--- src/rtl/pwm_pkg.sv ---
// ============================================================================
// pwm_pkg : shared types and defaults for the PWM capture block
// Rev 1.0
// ============================================================================
`default_nettype none

package pwm_pkg;

    localparam int PWM_CAP_WIDTH_DEFAULT = 9;

    typedef enum logic [1:0] {
        PWM_CAP_IDLE = 2'b00,
        PWM_CAP_HIGH = 2'b01,
        PWM_CAP_LOW  = 2'b10
    } pwm_cap_state_t;

endpackage

`default_nettype wire

--- src/rtl/pwm_sync.sv ---
// ============================================================================
// pwm_sync : 2-FF synchronizer with edge detection for an asynchronous pin
// Rev 1.0
// ============================================================================
`default_nettype none

module pwm_sync (
    input  logic clk,
    input  logic rst_n,
    input  logic d_in,
    output logic s2,
    output logic rise,
    output logic fall
);

    logic s1_q, s2_q, s3_q;
    logic s1_d, s2_d, s3_d;

    always_comb begin
        s1_d = d_in;
        s2_d = s1_q;
        s3_d = s2_q;
    end

    always_ff @(posedge clk or negedge rst_n) begin
        if (!rst_n) begin
            s1_q <= 1'b0;
            s2_q <= 1'b0;
            s3_q <= 1'b0;
        end else begin
            s1_q <= s1_d;
            s2_q <= s2_d;
            s3_q <= s3_d;
        end
    end

    assign s2   = s2_q;
    assign rise = s2_q & ~s3_q;
    assign fall = ~s2_q & s3_q;

endmodule

`default_nettype wire

--- src/rtl/pwm_capture.sv ---
// ============================================================================
// pwm_capture : measures high time and rise-to-rise period of a PWM input,
//               flags a stuck input as timeout with the stuck level
// Rev 1.0
// ============================================================================
`default_nettype none

module pwm_capture
    import pwm_pkg::*;
#(
    parameter int WIDTH = PWM_CAP_WIDTH_DEFAULT
) (
    input  logic             clk,
    input  logic             rst_n,
    input  logic             en,
    input  logic             pwm_in,
    output logic [WIDTH-1:0] duty_out,
    output logic [WIDTH-1:0] period_out,
    output logic             valid,
    output logic             timeout,
    output logic             level
);

    localparam logic [WIDTH-1:0] CNT_MAX = '1;

    logic s2, rise, fall;

    pwm_sync u_sync (
        .clk   (clk),
        .rst_n (rst_n),
        .d_in  (pwm_in),
        .s2    (s2),
        .rise  (rise),
        .fall  (fall)
    );

    pwm_cap_state_t   state_q, state_d;
    logic [WIDTH-1:0] hcnt_q, hcnt_d;
    logic [WIDTH-1:0] pcnt_q, pcnt_d;
    logic [WIDTH-1:0] duty_q, duty_d;
    logic [WIDTH-1:0] period_q, period_d;
    logic             valid_q, valid_d;
    logic             timeout_q, timeout_d;
    logic             level_q, level_d;
    logic [WIDTH-1:0] pcnt_inc;

    assign pcnt_inc = (pcnt_q == CNT_MAX) ? pcnt_q : pcnt_q + WIDTH'(1);

    always_comb begin
        state_d   = state_q;
        hcnt_d    = hcnt_q;
        pcnt_d    = pcnt_q;
        duty_d    = duty_q;
        period_d  = period_q;
        valid_d   = 1'b0;
        timeout_d = timeout_q;
        level_d   = level_q;

        if (!en) begin
            state_d = PWM_CAP_IDLE;
            hcnt_d  = '0;
            pcnt_d  = '0;
        end else if (rise) begin
            // A rise wins over a saturated period counter in the same cycle.
            if (state_q == PWM_CAP_LOW) begin
                duty_d    = hcnt_q;
                period_d  = pcnt_q;
                valid_d   = 1'b1;
                timeout_d = 1'b0;
            end
            hcnt_d  = WIDTH'(1);
            pcnt_d  = WIDTH'(1);
            state_d = PWM_CAP_HIGH;
        end else if (pcnt_q == CNT_MAX) begin
            timeout_d = 1'b1;
            level_d   = s2;
            state_d   = PWM_CAP_IDLE;
        end else begin
            case (state_q)
                PWM_CAP_IDLE: begin
                    pcnt_d = pcnt_inc;
                end
                PWM_CAP_HIGH: begin
                    pcnt_d = pcnt_inc;
                    if (fall) begin
                        state_d = PWM_CAP_LOW;
                    end else begin
                        hcnt_d = hcnt_q + WIDTH'(1);
                    end
                end
                PWM_CAP_LOW: begin
                    pcnt_d = pcnt_inc;
                end
                default: begin
                    state_d = PWM_CAP_IDLE;
                end
            endcase
        end
    end

    always_ff @(posedge clk or negedge rst_n) begin
        if (!rst_n) begin
            state_q   <= PWM_CAP_IDLE;
            hcnt_q    <= '0;
            pcnt_q    <= '0;
            duty_q    <= '0;
            period_q  <= '0;
            valid_q   <= 1'b0;
            timeout_q <= 1'b0;
            level_q   <= 1'b0;
        end else begin
            state_q   <= state_d;
            hcnt_q    <= hcnt_d;
            pcnt_q    <= pcnt_d;
            duty_q    <= duty_d;
            period_q  <= period_d;
            valid_q   <= valid_d;
            timeout_q <= timeout_d;
            level_q   <= level_d;
        end
    end

    assign duty_out   = duty_q;
    assign period_out = period_q;
    assign valid      = valid_q;
    assign timeout    = timeout_q;
    assign level      = level_q;

endmodule

`default_nettype wire

--- config.mk ---
export PLATFORM = sky130hd
export DESIGN_NAME = pwm_capture
export DESIGN_NICKNAME = d
export VERILOG_FILES = /design/src/rtl/pwm_pkg.sv /design/src/rtl/pwm_sync.sv /design/src/rtl/pwm_capture.sv
export SDC_FILE = /design/constraint.sdc
export NUM_CORES = 1
export LEC_CHECK = 0
export ABC_AREA = 1
export CAP_MARGIN = 20
export CORE_UTILIZATION = 40
export DETAILED_ROUTE_END_ITERATION = 8
export GPL_ROUTABILITY_DRIVEN = 0
export SYNTH_ARGS = -nofsm -noshare
export SYNTH_HDL_FRONTEND = slang
export SYNTH_HIERARCHICAL = 1
export SYNTH_SLANG_ARGS = --single-unit
--- constraint.sdc ---
create_clock -name clk -period 5.5 [get_ports clk]
set_clock_uncertainty 0.15 [all_clocks]
set_input_delay 0.825 -clock clk [delete_from_list [all_inputs] [get_ports clk]]
set_output_delay 0.825 -clock clk [all_outputs]
set_load 0.02 [all_outputs]
Yosys cells after proc, flatten, opt, wreduce, memory -nomap -nowiden

Index checks and enable logic that the tools add are counted.

Memories kept: 0
Memory bits (writable): 0
ROM bits: 0
Latch bits: 0
Register bits after elaboration: 44

Mux-type cells: 20
Shift operators: 0
Multiply operators: 0
Divide/modulo/power cells: 0
Add/sub/neg operators: 2
Equality and inequality tests: 10
Magnitude comparators: 0
Reductions and logical operators: 10
Bitwise gates (word level): 5

Operators with widths:

| kind                | count |
|---|---|
| $mux 9              | 9 |
| $add 9x1->9 const B | 2 |
| $reduce_and 3->1    | 4 |
| $eq 9x9->1 const B  | 1 |
| $mux 2              | 4 |
| $mux 1              | 6 |
| $ne 3x3->1 const B  | 2 |
| $ne 5x5->1 const B  | 1 |
| $ne 4x2->1 const B  | 1 |
| $pmux 2 s2          | 1 |
| $reduce_and 2->1    | 2 |
| $ne 3x1->1 const B  | 1 |
| $ne 3x2->1 const B  | 1 |
| $not 1->1           | 3 |
| $reduce_or 3->1     | 1 |
| $and 1x1->1         | 2 |
| $eq 2x1->1 const B  | 1 |
| $eq 2x2->1 const B  | 1 |
| $logic_not 2->1     | 1 |
| $ne 2x1->1 const B  | 1 |
| $reduce_bool 2->1   | 1 |
| $reduce_or 2->1     | 1 |

Longest topological paths before layout

Gate-level depths: netlist of the first run.

Depth after elaboration: 7
Gate-level depth with buffers: 13

Cells and area by module

The synthesis of the first run kept the hierarchy.

By module, submodules not included:

| module      | seq. area each (µm²) | area each (µm²) | instances | cells each |
|---|---|---|---|---|
| pwm_capture | 1026.0               | 1859.3          | 1         | 219 |
| pwm_sync    | 75.1                 | 90.1            | 1         | 7 |

Worst setup path before layout of the first run

Ideal clock, no wire load.

Path type: register to register
Start: register pcnt_q[1]
End: register pcnt_q[5]
Arrival time: 1733 ps
Setup time: 122 ps
Path slack: 3495 ps
Stages on the path, launching flop included: 14
Cells stage by stage: dfrtp_1 > ha_1 > nand3_1 > nor3_1 > nand2_1 > nor2_1 > ha_1 > inv_1 > nand2_1 > nand2_2 > nand2_1 > o21ai_0 > nand2_1 > nor2_1

Word-level cells in the longest chain between the ends: 5

RTL lines:

| what                   | line               | text |
|---|---|---|
| start, declared        | pwm_capture.sv:39  | `logic [WIDTH-1:0] pcnt_q, pcnt_d;` |
| start signal, assigned | pwm_capture.sv:114 | `pcnt_q <= pcnt_d;` |
| $add 9x1->9            | pwm_capture.sv:47  | `assign pcnt_inc = (pcnt_q == CNT_MAX) ? pcnt_q : pcnt_q + WIDTH'(1);` |
| $mux 9                 | pwm_capture.sv:79  | `case (state_q)` |
| $mux 9                 | pwm_capture.sv:74  | `end else if (pcnt_q == CNT_MAX) begin` |
| $mux 9                 | pwm_capture.sv:63  | `end else if (rise) begin` |
| $mux 9                 | pwm_capture.sv:59  | `if (!en) begin` |

Several ways; a longest one is shown, not always the timed one. The select of a mux whose other input is x is not followed.
A chain may end at the register's enable or synchronous reset.

Final worst setup path of the first run

Same ends and word-level chain as after synthesis.

==> impl_metrics.csv, run 1 <==
group,metric,value,unit
drt,wl_per_cell,11.5,um
grt,antenna_found_initial,0,
grt,top_usage_layer,"met2",
clock_network,ctsHoldBuffers,0,
synthesis,synth-seq-cells,44,
clock_network,clockBufferDepth,2,
final_layout,final_area,2330,um^2
synthesis,synthFlopType,"dfrtp_1",
timing,setup_ws,3.13,ns
timing,setup_viol,0,
run,max_cap_viol_count,0,
final_layout,layout.cells.non_filler,307,
clock_network,cts_resized,0,
grt,grt_use_met3,0.0422,
final_layout,finalNetCount,260,
setup_path,critPathLaunchType,"flip-flop",
timing,rsz0062_at_grt,"no",
pwr,seqPwrFrac,0.545,
setup_path,crit_type,"flip-flop to flip-flop",
setup_path,path_max_fanout,8,
setup_path,r2r_cells,13,
timing,max_slew.worst_pin.slew,0.931,ns
grt,grt_pass1_wl,6240,um
pwr,total_power,0.611,mW
die,ios,25,
die,start_util,0.415,
timing,hold_viol,0,
drt,drc,0,
grt,grt_pass1_vias,1347,
setup_path,regToRegSetupSlack,3.13,ns
setup_path,r2r-end,"pcnt_q[5]$_DFFE_PN0P_",
grt,overflow,0,
synthesis,synth-compound-area-share,0.0777,
final_layout,regArea,1100,um^2
synthesis,syn_area_per_cell,8.63,um^2
placed_design,port_buffers,24,
placed_design,dp_slack,2.81,ns
drt,vias,1448,
die,rows,25,
final_layout,diodes,0,
hold_path,hold_depth,0,
synthesis,syn-cell-area,1950,um^2
timing,max_freq,0.422,GHz
clock_network,cts_setup_buffers,0,
timing,tns,0,ns
clock_network,clkSinkCount,44,
hold_path,min_path_type,"flip-flop to flip-flop",
die,die_h,71.8,um
pwr,internal_power,0.474,mW
final_layout,multi_input_area,707,um^2
setup_path,cp-end-kind,"flip-flop",
clock_network,path_clk_slew,0.08,ns
die,die_w,71.8,um
drt,drt_iter0_drc,106,
final_layout,drive_gt1_frac,0.0672,
synthesis,synth-edff-count,0,
pwr,comb_power_share,0.054,
synthesis,synth_xor_area_frac,0.00449,
die,fp.dieArea,5160,um^2
setup_path,crit_required,5.54,ns
run_status,outcome,"finished clean",
final_layout,fill_cells,468,
synthesis,synthAdderAreaFrac,0.0257,
pwr,irDropWorstVdd,0.000118,V
setup_path,arrival,2.40,ns
synthesis,synth_top_family_by_area,"simple AND/OR/NAND/NOR gates",
timing,fin_crit_sh,0.431,
clock_network,clockRootBuffer,"clkbuf_8",
placed_design,dp_hpwl,2510,um
final_layout,fin_util,0.496,
synthesis,async_flop_share,1.00,
clock_network,clock_latency,0.30,ns
synthesis,ys_warn_count,6,
grt,grt_usage,0.161,
grt,grt_max_degree,45,
synthesis,yosys-top-cells-count,"nand2_1 (58), dfrtp_1 (44), nor2_1 (29)",
final_layout,syn_to_final_growth,19.4,%
pwr,p_leak,1.06,nW
timing,slew_viol_final,0,
pwr,p_switching,0.137,mW
synthesis,yosysMostFrequentCell,"nand2_1",
synthesis,synthCells,226,
placed_design,placed_area,2220,um^2
placed_design,place_inst,299,
clock_network,cts_buffers,5,
clock_network,cts_tree,"done",
drt,ant_nets,0,
setup_path,r2r_start,"pcnt_q[1]$_DFFE_PN0P_",
synthesis,synthSimpleGateAreaFrac,0.247,
hold_path,hp-start,"u_sync/s1_q$_DFF_PN0_",
pwr,swShare,0.225,
synthesis,yosysUniqueCellTypes,23,
drt,vias_per_cell,4.72,
drt,dr.pass1.iters,4,
drt,wl,3520,um
grt,grtUsageMet2,0.254,
clock_network,cts-htree-levels,2,
grt,grt.met1_usage,0.212,
synthesis,ys_top_cells_by_area,"dfrtp_1 (56%), nand2_1 (11%), o21ai_0 (5.6%), nor2_1 (5.6%), inv_1 (5.2%)",
die,coreArea,4690,um^2
pwr,powerDensity,263,nW/um^2
timing,hold_ws,0.202,ns
hold_path,holdPathEnd,"u_sync/s2$_DFF_PN0_",
timing,slew-limit-headroom,0.379,
synthesis,synth_area_leader_cell,"dfrtp_1",
synthesis,synth.top_cell.area_share,0.565,
pwr,power_frac_clock,0.401,
timing,fin_crit,2.37,ns
synthesis,synth_nets,234,
synthesis,synthMuxAreaShare,0.00770,
synthesis,ys_seq_area_frac,0.565,
## per-layer routing
layer / part of all wire / routed length, um / up-vias
met5: 0 / 0 / -
met4: 0.018 / 63 / 0
met3: 0.038 / 135 / 7
met2: 0.44 / 1540 / 30
met1: 0.50 / 1780 / 645
li1: - / - / 766
## worst max-delay path, cell delays in order, from the launching register on
cell and delay, ns:
dfrtp_1 0.38, ha_1 0.19, nand3_1 0.13, nor3_1 0.22, nand2_1 0.10, nor2_1 0.16
ha_1 0.22, inv_1 0.07, nand2_1 0.18, nand2_2 0.14, nand2_1 0.12, o21ai_0 0.08
nand2_1 0.06, nor2_1 0.04
## worst max path at each step
stage,to,cells after the start,from
global route,pcnt_q[5]$_DFFE_PN0P_,13,pcnt_q[1]$_DFFE_PN0P_
CTS,period_out[0]$_DFFE_PN0P_,3,en
finish,pcnt_q[5]$_DFFE_PN0P_,13,pcnt_q[1]$_DFFE_PN0P_
floorplan,pcnt_q[5]$_DFFE_PN0P_,13,pcnt_q[1]$_DFFE_PN0P_
global placement,period_out[1]$_DFFE_PN0P_,3,en
detailed placement,period_out[7]$_DFFE_PN0P_,3,en
## cells in the final DEF (no fill, tap or decap)
| cell | n |
|---|---|
| o22ai_1 | 1 |
| a21oi_1 | 4 |
| dfrtp_1 | 44 |
| nand2_1 | 58 |
| clkinv_2 | 1 |
| xor2_1 | 1 |
| ha_1 | 4 |
| nand3_2 | 2 |
| nor2_1 | 29 |
| o21ai_0 | 22 |
| or2_1 | 1 |
| o211ai_1 | 2 |
| nor3_1 | 8 |
| clkdlybuf4s50_1 | 23 |
| nand4_1 | 3 |
| inv_2 | 2 |
| nor2_4 | 1 |
| bufinv_16 | 1 |
| mux2_4 | 1 |
| inv_1 | 27 |
| nand3_1 | 8 |
| clkbuf_1 | 1 |
| nand2_2 | 3 |
| clkbuf_8 | 5 |
| buf_2 | 1 |
## state kept, by name (all words and copies together), names as in the netlist, 2 cells and up
name        count
hcnt_q          9
duty_out        9
state_q         2
pcnt_q          9
period_out      9
## power groups by stage
stage	clock [mW]	sequential, mW	combinational, mW
detailed placement	0	0.339	0.0342
floorplan	0	0.340	0.0182
global placement	0	0.339	0.0336
finish	0.245	0.333	0.0332
CTS	0.256	0.333	0.0344
global route	0.269	0.334	0.0388
## final cells by class
cell class | instances | area share
clock buffers | 6 | 0.0312
multi-input cells | 148 | 0.304
repair buffers | 24 | 0.101
clock inverters | 2 | 0.0151
flip-flops and latches | 44 | 0.473
well taps | 54 | 0.0290
inverters | 29 | 0.0468
## kinds of logic (layout without fill, tap and decap cells)
group                      after synthesis  count (layout)
AOI/OAI and AO/OA                       29              29
xor gates and xnor gates                 1               1
adders and majority gates                4               4
buffers and inverters                   34              61
DFF                                     44              44
muxes                                    1               1
and+or+nand+nor                        113             113
Note: power is estimated with default switching activity, not from simulation.
==> run 2, diff against run 1 <==
Clock period 5.5 ns to 2 ns, I/O delays scaled along.
==> run 2 against run 1 <==
Effect of this change:
- critical path depth fell by 4
- worst setup slack got worse by 3.1 ns
- sequential share of layout area fell by 5.6 points
- the run now ends with negative setup slack left
- total power rose to 2.7 times the previous value
- via count rose by 10%
==> impl_metrics.csv, run 2 (synthesis results as in run 1) <==
group,metric,value,unit
drt,wl_per_cell,12.0,um
final_layout,diodes,0,
setup_path,path_max_fanout,2,
placed_design,dp_slack,-0.0691,ns
setup_path,crit_type,"flip-flop to flip-flop",
timing,tns,-0.0407,ns
timing,slew-limit-headroom,0.727,
timing,fin_crit,2.02,ns
run,max_cap_viol_count,0,
run_status,outcome,"finished with violations",
grt,grtUsageMet2,0.247,
clock_network,clock_latency,0.30,ns
drt,ant_nets,0,
clock_network,cts-htree-levels,2,
placed_design,place_inst,314,
final_layout,finalNetCount,283,
final_layout,layout_commonest_cell,"nand2_1",
setup_path,crit_family,"simple AND/OR/NAND/NOR gates",
timing,slew_viol_final,0,
final_layout,fill_cells,437,
setup_path,crit_required,2.04,ns
final_layout,syn_to_final_growth,35.3,%
clock_network,clockRootBuffer,"clkbuf_8",
setup_path,critPathMaxStageDelay,0.36,ns
pwr,irDropWorstVdd,0.000346,V
grt,grt_use_met3,0.0422,
setup_path,path_cells,"ha_2, nand3_2, nor3_2, nand2_1, nor2_4, ha_4, buf_6, nand2_2, mux2_4",
setup_path,critPathLaunchType,"flip-flop",
timing,max_freq,0.496,GHz
final_layout,multi_input_area,831,um^2
run_status,violations,"negative setup slack",
final_layout,layout.cells.non_filler,329,
drt,dr.pass1.iters,5,
die,coreArea,4690,um^2
pwr,powerDensity,621,nW/um^2
clock_network,clkSinkCount,44,
hold_path,holdPathEnd,"u_sync/s2$_DFF_PN0_",
grt,grt_max_degree,23,
grt,grt.met1_usage,0.232,
setup_path,cp_slowest_cell,"dfrtp_1",
placed_design,placed_area,2350,um^2
drt,vias,1594,
final_layout,regArea,1100,um^2
drt,drc,0,
timing,max_slew.worst_pin.slew,0.408,ns
clock_network,path_clk_slew,0.08,ns
hold_path,hold_depth,0,
drt,vias_per_cell,4.84,
grt,grt_pass1_vias,1438,
clock_network,cts_buffers,5,
die,die_w,71.8,um
timing,setup_viol,3,
die,ios,25,
setup_path,cp-end-kind,"flip-flop",
timing,rsz0062_at_grt,"yes",
grt,top_usage_layer,"met2",
final_layout,drive_gt1_frac,0.207,
grt,antenna_found_initial,0,
setup_path,critPathBufInv,1,
setup_path,r2r_start,"pcnt_q[0]$_DFFE_PN0P_",
grt,grt_usage,0.168,
hold_path,hp-start,"u_sync/s1_q$_DFF_PN0_",
drt,wl,3930,um
setup_path,arrival,2.05,ns
drt,drt_iter0_drc,70,
die,rows,25,
timing,hold_viol,0,
pwr,total_power,1.64,mW
placed_design,dp_hpwl,2760,um
setup_path,r2r_cells,9,
hold_path,min_path_type,"flip-flop to flip-flop",
setup_path,r2r-end,"level$_DFFE_PN0P_",
die,start_util,0.415,
placed_design,port_buffers,24,
timing,fin_crit_sh,1.01,
final_layout,layout_common_cells,"nand2_1 (55), dfrtp_1 (44), nor2_1 (27)",
timing,setup_ws,-0.0175,ns
pwr,p_leak,1.17,nW
clock_network,clockBufferDepth,2,
die,die_h,71.8,um
final_layout,final_area,2640,um^2
grt,grt_pass1_wl,6600,um
grt,overflow,0,
clock_network,cts_tree,"done",
setup_path,regToRegSetupSlack,-0.02,ns
die,fp.dieArea,5160,um^2
## run 2: cell types whose count changed in the layout (fill, tap and decap cells not counted), moves of 3 or more
cell,delta
buf_4,+19
inv_1,-3
nand2_1,-3
nand2_8,+3
nand3_1,-4
nand3_2,+3
o21ai_0,-4
o21ai_1,+4
## run 2: cell type report
type                    count  share of cell area
clock buffers               7              0.0365
inverters                  29              0.0422
multi-input cells         148               0.315
flip-flops and latches     44               0.417
well taps                  54              0.0256
repair buffers             47               0.163
## run 2: per-stage QoR
stage                util  hold slack (ns)
finish              0.562            0.204
global placement    0.501           0.0381
detailed placement  0.501           0.0478
floorplan               -           -0.146
global route        0.562            0.212
CTS                 0.526            0.210
## run 2: how the worst max path moves through the flow
| stage | start | end | slack (ns) | cells past startpoint |
|---|---|---|---|---|
| final | pcnt_q[0]$_DFFE_PN0P_ | level$_DFFE_PN0P_ | -0.02 | 9 |
| after detailed placement | pcnt_q[0]$_DFFE_PN0P_ | pcnt_q[3]$_DFFE_PN0P_ | -0.07 | 12 |
| after CTS | pcnt_q[0]$_DFFE_PN0P_ | pcnt_q[3]$_DFFE_PN0P_ | 0.03 | 12 |
| after global placement | pcnt_q[0]$_DFFE_PN0P_ | pcnt_q[5]$_DFFE_PN0P_ | 0.04 | 13 |
| after floorplan | pcnt_q[1]$_DFFE_PN0P_ | pcnt_q[5]$_DFFE_PN0P_ | 0.04 | 13 |
| after global routing | pcnt_q[0]$_DFFE_PN0P_ | hcnt_q[8]$_DFFE_PN0P_ | -0.17 | 11 |
## run 2: repair_timing
| item | 4_1_cts | 5_1_grt |
|---|---|---|
| gates resized for setup | 4 | 30 |
| setup endpoints to repair | 7 | 19 |
| hold buffers | 1 | 0 |
| endpoints found under the hold margin | 30 | 0 |
| setup buffers | 0 | 7 |
| pin swaps | 0 | 10 |
## run 2: per-layer routing
layer | vias up | share of wire
met3 | 6 | 0.035
met2 | 26 | 0.46
met5 | - | 0
met1 | 749 | 0.48
met4 | 0 | 0.018
li1 | 813 | -
## run 2: report_power, final
group          leakage (nW)  internal [mW]  switching (mW)
sequential            0.603          0.905          0.0100
clock                0.0503          0.307           0.285
combinational         0.521         0.0523          0.0780
